<file path="src/rtl/dht_reader.sv">
// Single-wire DHT-style sensor reader: issues the host start pulse, times the sensor
// response and data bits, validates the checksum and keeps the last good frame.
module dht_reader #(
    parameter int unsigned CLK_HZ         = 50_000_000,
    parameter int unsigned NBYTES         = 5,
    parameter int unsigned START_LOW_US   = 18000,
    parameter int unsigned BIT_THRESH_US  = 40,
    parameter int unsigned TIMEOUT_US     = 200,
    parameter int unsigned AUTO_PERIOD_MS = 0
) (
    input  logic                  clk,
    input  logic                  rst,
    input  logic                  start,
    input  logic                  dth_in,
    output logic                  dth_oe,
    output logic [8*NBYTES-1:0]   data_out,
    output logic                  data_valid,
    output logic                  busy,
    output logic                  err_timeout,
    output logic                  err_checksum
);

    localparam int unsigned DIV       = CLK_HZ / 1_000_000;
    localparam int unsigned DW        = $clog2(DIV);
    localparam int unsigned NBITS     = 8 * NBYTES;
    localparam int unsigned BCW       = $clog2(NBITS + 1);
    localparam int unsigned LIM_A     = (START_LOW_US > TIMEOUT_US) ? START_LOW_US : TIMEOUT_US;
    localparam int unsigned LIM       = (LIM_A > BIT_THRESH_US) ? LIM_A : BIT_THRESH_US + 1;
    localparam int unsigned CW        = $clog2(LIM + 2);
    localparam int unsigned AUTO_US   = AUTO_PERIOD_MS * 1000;
    localparam int unsigned AW        = (AUTO_US > 1) ? $clog2(AUTO_US) : 1;
    localparam int unsigned AUTO_LAST = (AUTO_US > 0) ? AUTO_US - 1 : 0;

    typedef enum logic [2:0] {
        StIdle,
        StStartLow,
        StRelWait,
        StRespLow,
        StRespHigh,
        StBitLow,
        StBitHigh,
        StCheck
    } state_e;

    state_e              state_q, state_d;
    logic [1:0]          sync_q;
    logic                prev_q;
    logic [DW-1:0]       div_q, div_d;
    logic [CW-1:0]       cnt_q, cnt_d;
    logic [BCW-1:0]      bitcnt_q, bitcnt_d;
    logic [NBITS-1:0]    shreg_q, shreg_d;
    logic [NBITS-1:0]    data_q, data_d;
    logic [AW-1:0]       auto_q, auto_d;
    logic                valid_q, valid_d;
    logic                eto_q, eto_d;
    logic                ecs_q, ecs_d;

    logic                line, fall, rise, tick, phase_to, auto_fire, bit_val;
    logic [7:0]          csum;

    assign line = sync_q[1];
    assign fall = prev_q & ~line;
    assign rise = ~prev_q & line;
    assign tick = (div_q == DW'(DIV - 1));

    // A sensor-driven phase ends in error once TIMEOUT_US ticks have elapsed in it.
    assign phase_to  = tick && (cnt_q >= CW'(TIMEOUT_US - 1));
    assign bit_val   = (cnt_q > CW'(BIT_THRESH_US));
    assign auto_fire = (AUTO_PERIOD_MS != 0) && tick && (auto_q == AW'(AUTO_LAST));

    assign div_d = tick ? '0 : div_q + 1'b1;

    always_comb begin
        csum = '0;
        for (int i = 1; i < NBYTES; i++) begin
            csum = csum + shreg_q[8*i +: 8];
        end
    end

    always_comb begin
        auto_d = '0;
        if (AUTO_PERIOD_MS != 0 && state_q == StIdle && tick) begin
            auto_d = (auto_q == AW'(AUTO_LAST)) ? '0 : auto_q + 1'b1;
        end else if (AUTO_PERIOD_MS != 0 && state_q == StIdle) begin
            auto_d = auto_q;
        end
    end

    always_comb begin
        state_d  = state_q;
        cnt_d    = (tick && (cnt_q != '1)) ? cnt_q + 1'b1 : cnt_q;
        bitcnt_d = bitcnt_q;
        shreg_d  = shreg_q;
        data_d   = data_q;
        valid_d  = 1'b0;
        eto_d    = eto_q;
        ecs_d    = ecs_q;

        unique case (state_q)
            StIdle: begin
                if (start || auto_fire) begin
                    eto_d   = 1'b0;
                    ecs_d   = 1'b0;
                    state_d = StStartLow;
                end
            end
            StStartLow: begin
                if (tick && cnt_q == CW'(START_LOW_US - 1)) begin
                    state_d = StRelWait;
                end
            end
            StRelWait: begin
                if (fall) begin
                    state_d = StRespLow;
                end else if (phase_to) begin
                    eto_d   = 1'b1;
                    state_d = StIdle;
                end
            end
            StRespLow: begin
                if (rise) begin
                    state_d = StRespHigh;
                end else if (phase_to) begin
                    eto_d   = 1'b1;
                    state_d = StIdle;
                end
            end
            StRespHigh: begin
                if (fall) begin
                    bitcnt_d = '0;
                    state_d  = StBitLow;
                end else if (phase_to) begin
                    eto_d   = 1'b1;
                    state_d = StIdle;
                end
            end
            StBitLow: begin
                if (rise) begin
                    state_d = StBitHigh;
                end else if (phase_to) begin
                    eto_d   = 1'b1;
                    state_d = StIdle;
                end
            end
            StBitHigh: begin
                if (fall) begin
                    shreg_d  = {shreg_q[NBITS-2:0], bit_val};
                    bitcnt_d = bitcnt_q + 1'b1;
                    state_d  = (bitcnt_q == BCW'(NBITS - 1)) ? StCheck : StBitLow;
                end else if (phase_to) begin
                    eto_d   = 1'b1;
                    state_d = StIdle;
                end
            end
            StCheck: begin
                if (csum == shreg_q[7:0]) begin
                    data_d  = shreg_q;
                    valid_d = 1'b1;
                end else begin
                    ecs_d = 1'b1;
                end
                state_d = StIdle;
            end
            default: state_d = StIdle;
        endcase

        // Every state measures its own duration from zero, including the bit high time.
        if (state_d != state_q) begin
            cnt_d = '0;
        end
    end

    always_ff @(posedge clk) begin
        if (rst) begin
            state_q  <= StIdle;
            sync_q   <= '0;
            prev_q   <= 1'b0;
            div_q    <= '0;
            cnt_q    <= '0;
            bitcnt_q <= '0;
            shreg_q  <= '0;
            data_q   <= '0;
            auto_q   <= '0;
            valid_q  <= 1'b0;
            eto_q    <= 1'b0;
            ecs_q    <= 1'b0;
        end else begin
            state_q  <= state_d;
            sync_q   <= {sync_q[0], dth_in};
            prev_q   <= line;
            div_q    <= div_d;
            cnt_q    <= cnt_d;
            bitcnt_q <= bitcnt_d;
            shreg_q  <= shreg_d;
            data_q   <= data_d;
            auto_q   <= auto_d;
            valid_q  <= valid_d;
            eto_q    <= eto_d;
            ecs_q    <= ecs_d;
        end
    end

    assign dth_oe       = (state_q == StStartLow);
    assign busy         = (state_q != StIdle);
    assign data_out     = data_q;
    assign data_valid   = valid_q;
    assign err_timeout  = eto_q;
    assign err_checksum = ecs_q;

endmodule
</file>
<file path="config.mk">
export PLATFORM = sky130hd
export DESIGN_NAME = dht_reader
export DESIGN_NICKNAME = d
export VERILOG_FILES = /design/src/rtl/dht_reader.sv
export SDC_FILE = /design/constraint.sdc
export NUM_CORES = 1
export LEC_CHECK = 0
export ABC_AREA = 1
export BUFFER_PORTS_ARGS = -buffer_cell sky130_fd_sc_hd__buf_2
export CAP_MARGIN = 20
export CORE_MARGIN = 1
export CORE_UTILIZATION = 50
export CTS_CLUSTER_SIZE = 16
export DETAILED_ROUTE_END_ITERATION = 8
export PLACE_DENSITY = 0.76
export RECOVER_POWER = 100
export SLEW_MARGIN = 20
export SYNTH_ARGS = -nofsm -noshare
export SYNTH_HDL_FRONTEND = slang
export SYNTH_SLANG_ARGS = --single-unit
</file>
<file path="constraint.sdc">
create_clock -name clk -period 3 [get_ports clk]
set_input_delay 0 -clock clk [delete_from_list [all_inputs] [get_ports clk]]
set_output_delay 0 -clock clk [all_outputs]
set_load 0.05 [all_outputs]
</file>
==> run_results.csv <==
group,metric,value,unit
global_route,grt.total_usage,22.4,%
global_route,grt-ovfl-total,0,
drt,detail_route.vias_per_cell,4.81,
worst_setup_path,cp_num_buf_inv,3,
worst_setup_path,max_stage_delay,0.54,ns
global_route,grtUsageMet2,33.6,%
clock_network,numClockSinks,116,
placed_design,detailed_place_hpwl,8090,um
synth,synth_most_common_cell,"nor2_1",
die,io_pins,49,
worst_setup_path,cp_slowest_cell,"fa_1",
final_layout,layout-drive-gt1-share,9.84,%
synth,syn-instance-count,810,
sta,finalWorstSetupSlack,-0.314,ns
worst_setup_path,cp-end-kind,"register",
power_and_ir_drop,ir_drop,0.000364,V
sta,hold_viol_final,0,
placed_design,dp_cells,1000,
global_route,busiest_layer,"met2",
die,die_w,109,um
sta,setup_viol,42,
clock_network,cts_tree,"yes",
sta,max_slew_margin,40.6,%
outcome,status,"finished, violations left",
power_and_ir_drop,power.share.combinational,2.2,%
die,die_y,109,um
synth,yosysSeqAreaShare,40.8,%
outcome,violations,"negative setup slack",
global_route,use_met3,5.32,%
synth,syn-cell-area,5690,um2
global_route,grt_use_met1,30.7,%
worst_setup_path,cp_max_fo,46,
synth,syn-num-nets,840,
clock_network,clockRootBuffer,"clkbuf_16",
drt,drtIter0Drc,392,
sta,drv_slew,0,
die,rows,38,
worst_setup_path,worstPathArrival,3.66,ns
sta,max_freq,302,MHz
global_route,antenna_found_initial,0,
worst_hold_path,hold_class,"input port to register",
job,max_cap_viol_count,0,
drt,wl,12000,um
synth,synth_edf_count,0,
drt,ant_nets,0,
clock_network,h-tree-depth,4,
power_and_ir_drop,seqPwrFrac,40.7,%
power_and_ir_drop,p_sw,0.756,mW
power_and_ir_drop,clockPowerShare,57.1,%
synth,synth_ff_type,"dfxtp_1",
sta,clock_skew,0.00997,ns
final_layout,nets,912,
power_and_ir_drop,p_int,3.06,mW
global_route,grt_pass1_vias,4517,
worst_setup_path,cpMostUsedCell,"nor2_1",
synth,synth_top_area_cell,"dfxtp_1",
power_and_ir_drop,leakage,3.29,nW
sta,rsz0062_at_grt,"yes",
worst_setup_path,criticalPathCategory,"register to register",
clock_network,clk_latency,0.42,ns
placed_design,gp_congestion,0.895,
synth,yosys_warnings,0,
worst_setup_path,path_cells,"fa_1, inv_2, fa_1, inv_1, ha_2, fa_1, xor2_1, nor2_1, nand2_1, nor2_1, nand3_1, nor2_1, nand3_2, buf_12, nand2_1, nand2_1, nor2_1",
sta,period_needed,3.31,ns
final_layout,syn_to_final_growth,20.4,%
power_and_ir_drop,p_sw_share,19.8,%
sta,fin_crit_sh,110,%
worst_setup_path,worstSetupStartpoint,"shreg_q[9]$_SDFFE_PP0P_",
final_layout,utilization,62.6,%
placed_design,port_buffers,48,
final_layout,instances_no_fill,1034,
synth,synth_commonest_cells,"188 x nor2_1, 163 x nand2_1, 116 x dfxtp_1",
worst_setup_path,r2r-start,"shreg_q[9]$_SDFFE_PP0P_",
synth,ys_types,32,
synth,synth_top_area_share,40.8,%
final_layout,insertedDiodeCount,0,
drt,num_vias,4978,
clock_network,clockBufferDepth,2,
drt,drc,0,
die,die_area,11800,um2
clock_network,clk_pin_slew,0.06,ns
drt,post_drt_wl_per_cell,11.6,um
global_route,grt_max_degree,47,
clock_network,postCtsSetupBuffers,0,
synth,syn_avg_cell_area,7.02,um2
die,core-area,10900,um2
power_and_ir_drop,p_per_area,558,nW/um2
worst_setup_path,cpLargestDelayFamily,"adder cells",
worst_hold_path,min-delay-start,"start",
global_route,grt_pass1_wl,20500,um
synth,synth_seq_cells,116,
die,start_util,52.0,%
worst_setup_path,start_kind,"register",
synth,async_reset_ff_share,0,%
synth,netlist_top_cells_area,"dfxtp_1 41%, nor2_1 12%, nand2_1 11%",
drt,drtPass1Iterations,5,
sta,worst_slew_pin_slew,0.892,ns
clock_network,cts_buffers,17,
worst_setup_path,cp.required,3.34,ns
## kinds of logic after synthesis
family                   count (synthesis)  share of synthesized area [%]
AO/OA/AOI/OAI                           83                           7.66
flip-flops                             116                           40.8
AND/OR/NAND/NOR                        418                           30.0
adder cells (fa/ha/maj)                 26                           7.57
buffers and inverters                  141                           9.64
XOR/XNOR                                26                           4.25
## power groups by stage
stage	logic (mW)	clock network, mW	registers [mW]
floorplan	0.0625	0	1.59
global placement	0.0812	0	1.59
detailed placement	0.0815	0	1.59
CTS	0.0852	2.20	1.56
global route	0.0928	2.28	1.56
finish	0.0832	2.18	1.56
## what timing repair did
action | 4_1_cts | 5_1_grt
hold endpoints to repair | 9 | 0
pin swaps | 0 | 0
gates resized for setup | 0 | 6
endpoints found under the setup margin | 42 | 42
hold buffers | 3 | 0
## cell type report
cell class,instances,area (um2)
fill,1007,4090
tap,140,175
inverter,112,420
clock buffer,23,498
sequential,116,2320
timing repair buffer,82,464
clock inverter,8,146
multi-input combinational,553,2820
## cell usage in the layout (no fill, tap or decap), types with 5 or more instances in the layout
cell type / netlist / layout
clkbuf_16: 0 / 17
nor3_1: 11 / 11
nor2_1: 188 / 187
xnor2_1: 8 / 8
nand3_1: 27 / 28
nor2_2: 11 / 12
ha_1: 12 / 11
clkbuf_1: 19 / 48
xor2_1: 17 / 17
buf_4: 0 / 27
nand4_1: 6 / 6
dfxtp_1: 116 / 115
o21ai_0: 45 / 45
fa_1: 14 / 14
a21oi_1: 31 / 31
nand2_1: 163 / 162
clkbuf_8: 0 / 5
inv_1: 108 / 106
inv_2: 4 / 6
## per-layer routing
layer	share of wire [%]	routed length (um)
met3	5.2	626
met2	44	5220
met1	49	5880
met5	0	0
met4	2.3	276
## per-stage QoR
| step | setup WS (ns) | area (um2) | TNS [ns] | power (mW) | hold slack (ns) |
|---|---|---|---|---|---|
| after floorplan | -0.144 | 5710 | -5.69 | 1.65 | 0.107 |
| after global placement | -0.218 | 6230 | -7.75 | 1.67 | 0.202 |
| after detailed placement | -0.309 | 6230 | -10.85 | 1.67 | 0.210 |
| after CTS | -0.337 | 6910 | -11.57 | 3.85 | 0.0299 |
| after global routing | -0.509 | 6850 | -18.63 | 3.92 | 0.164 |
| final | -0.314 | 6850 | -10.92 | 3.82 | 0.104 |
## final timing paths
path / end / slack (ns) / cells after the start
hold / removal: state_q[0]$_SDFF_PP0_ / 0.10 / 4
setup reg to reg: data_out[27]$_SDFFE_PP0P_ / -0.31 / 17
setup / recovery: data_out[27]$_SDFFE_PP0P_ / -0.31 / 17
hold reg to reg: sync_q[1]$_SDFF_PP0_ / 0.40 / 2
## state kept, by name, summed over array words and instances, names as in the netlist
signal,flops
err_checksum,1
state_q,3
sync_q,2
cnt_q,15
shreg_q,40
data_out,40
err_timeout,1
div_q,6
prev_q,1
data_valid,1
bitcnt_q,6
## worst reg2reg max path: stages, from the launching register on
cell and delay, ns:
dfxtp_2 0.33, fa_1 0.54, inv_2 0.04, fa_1 0.49, inv_1 0.04, ha_2 0.19, fa_1 0.45, xor2_1 0.15
nor2_1 0.08, nand2_1 0.05, nor2_1 0.09, nand3_1 0.07, nor2_1 0.11, nand3_2 0.13, buf_12 0.21, nand2_1 0.10
nand2_1 0.04, nor2_1 0.12
Note: power is estimated with default switching activity, not from simulation.
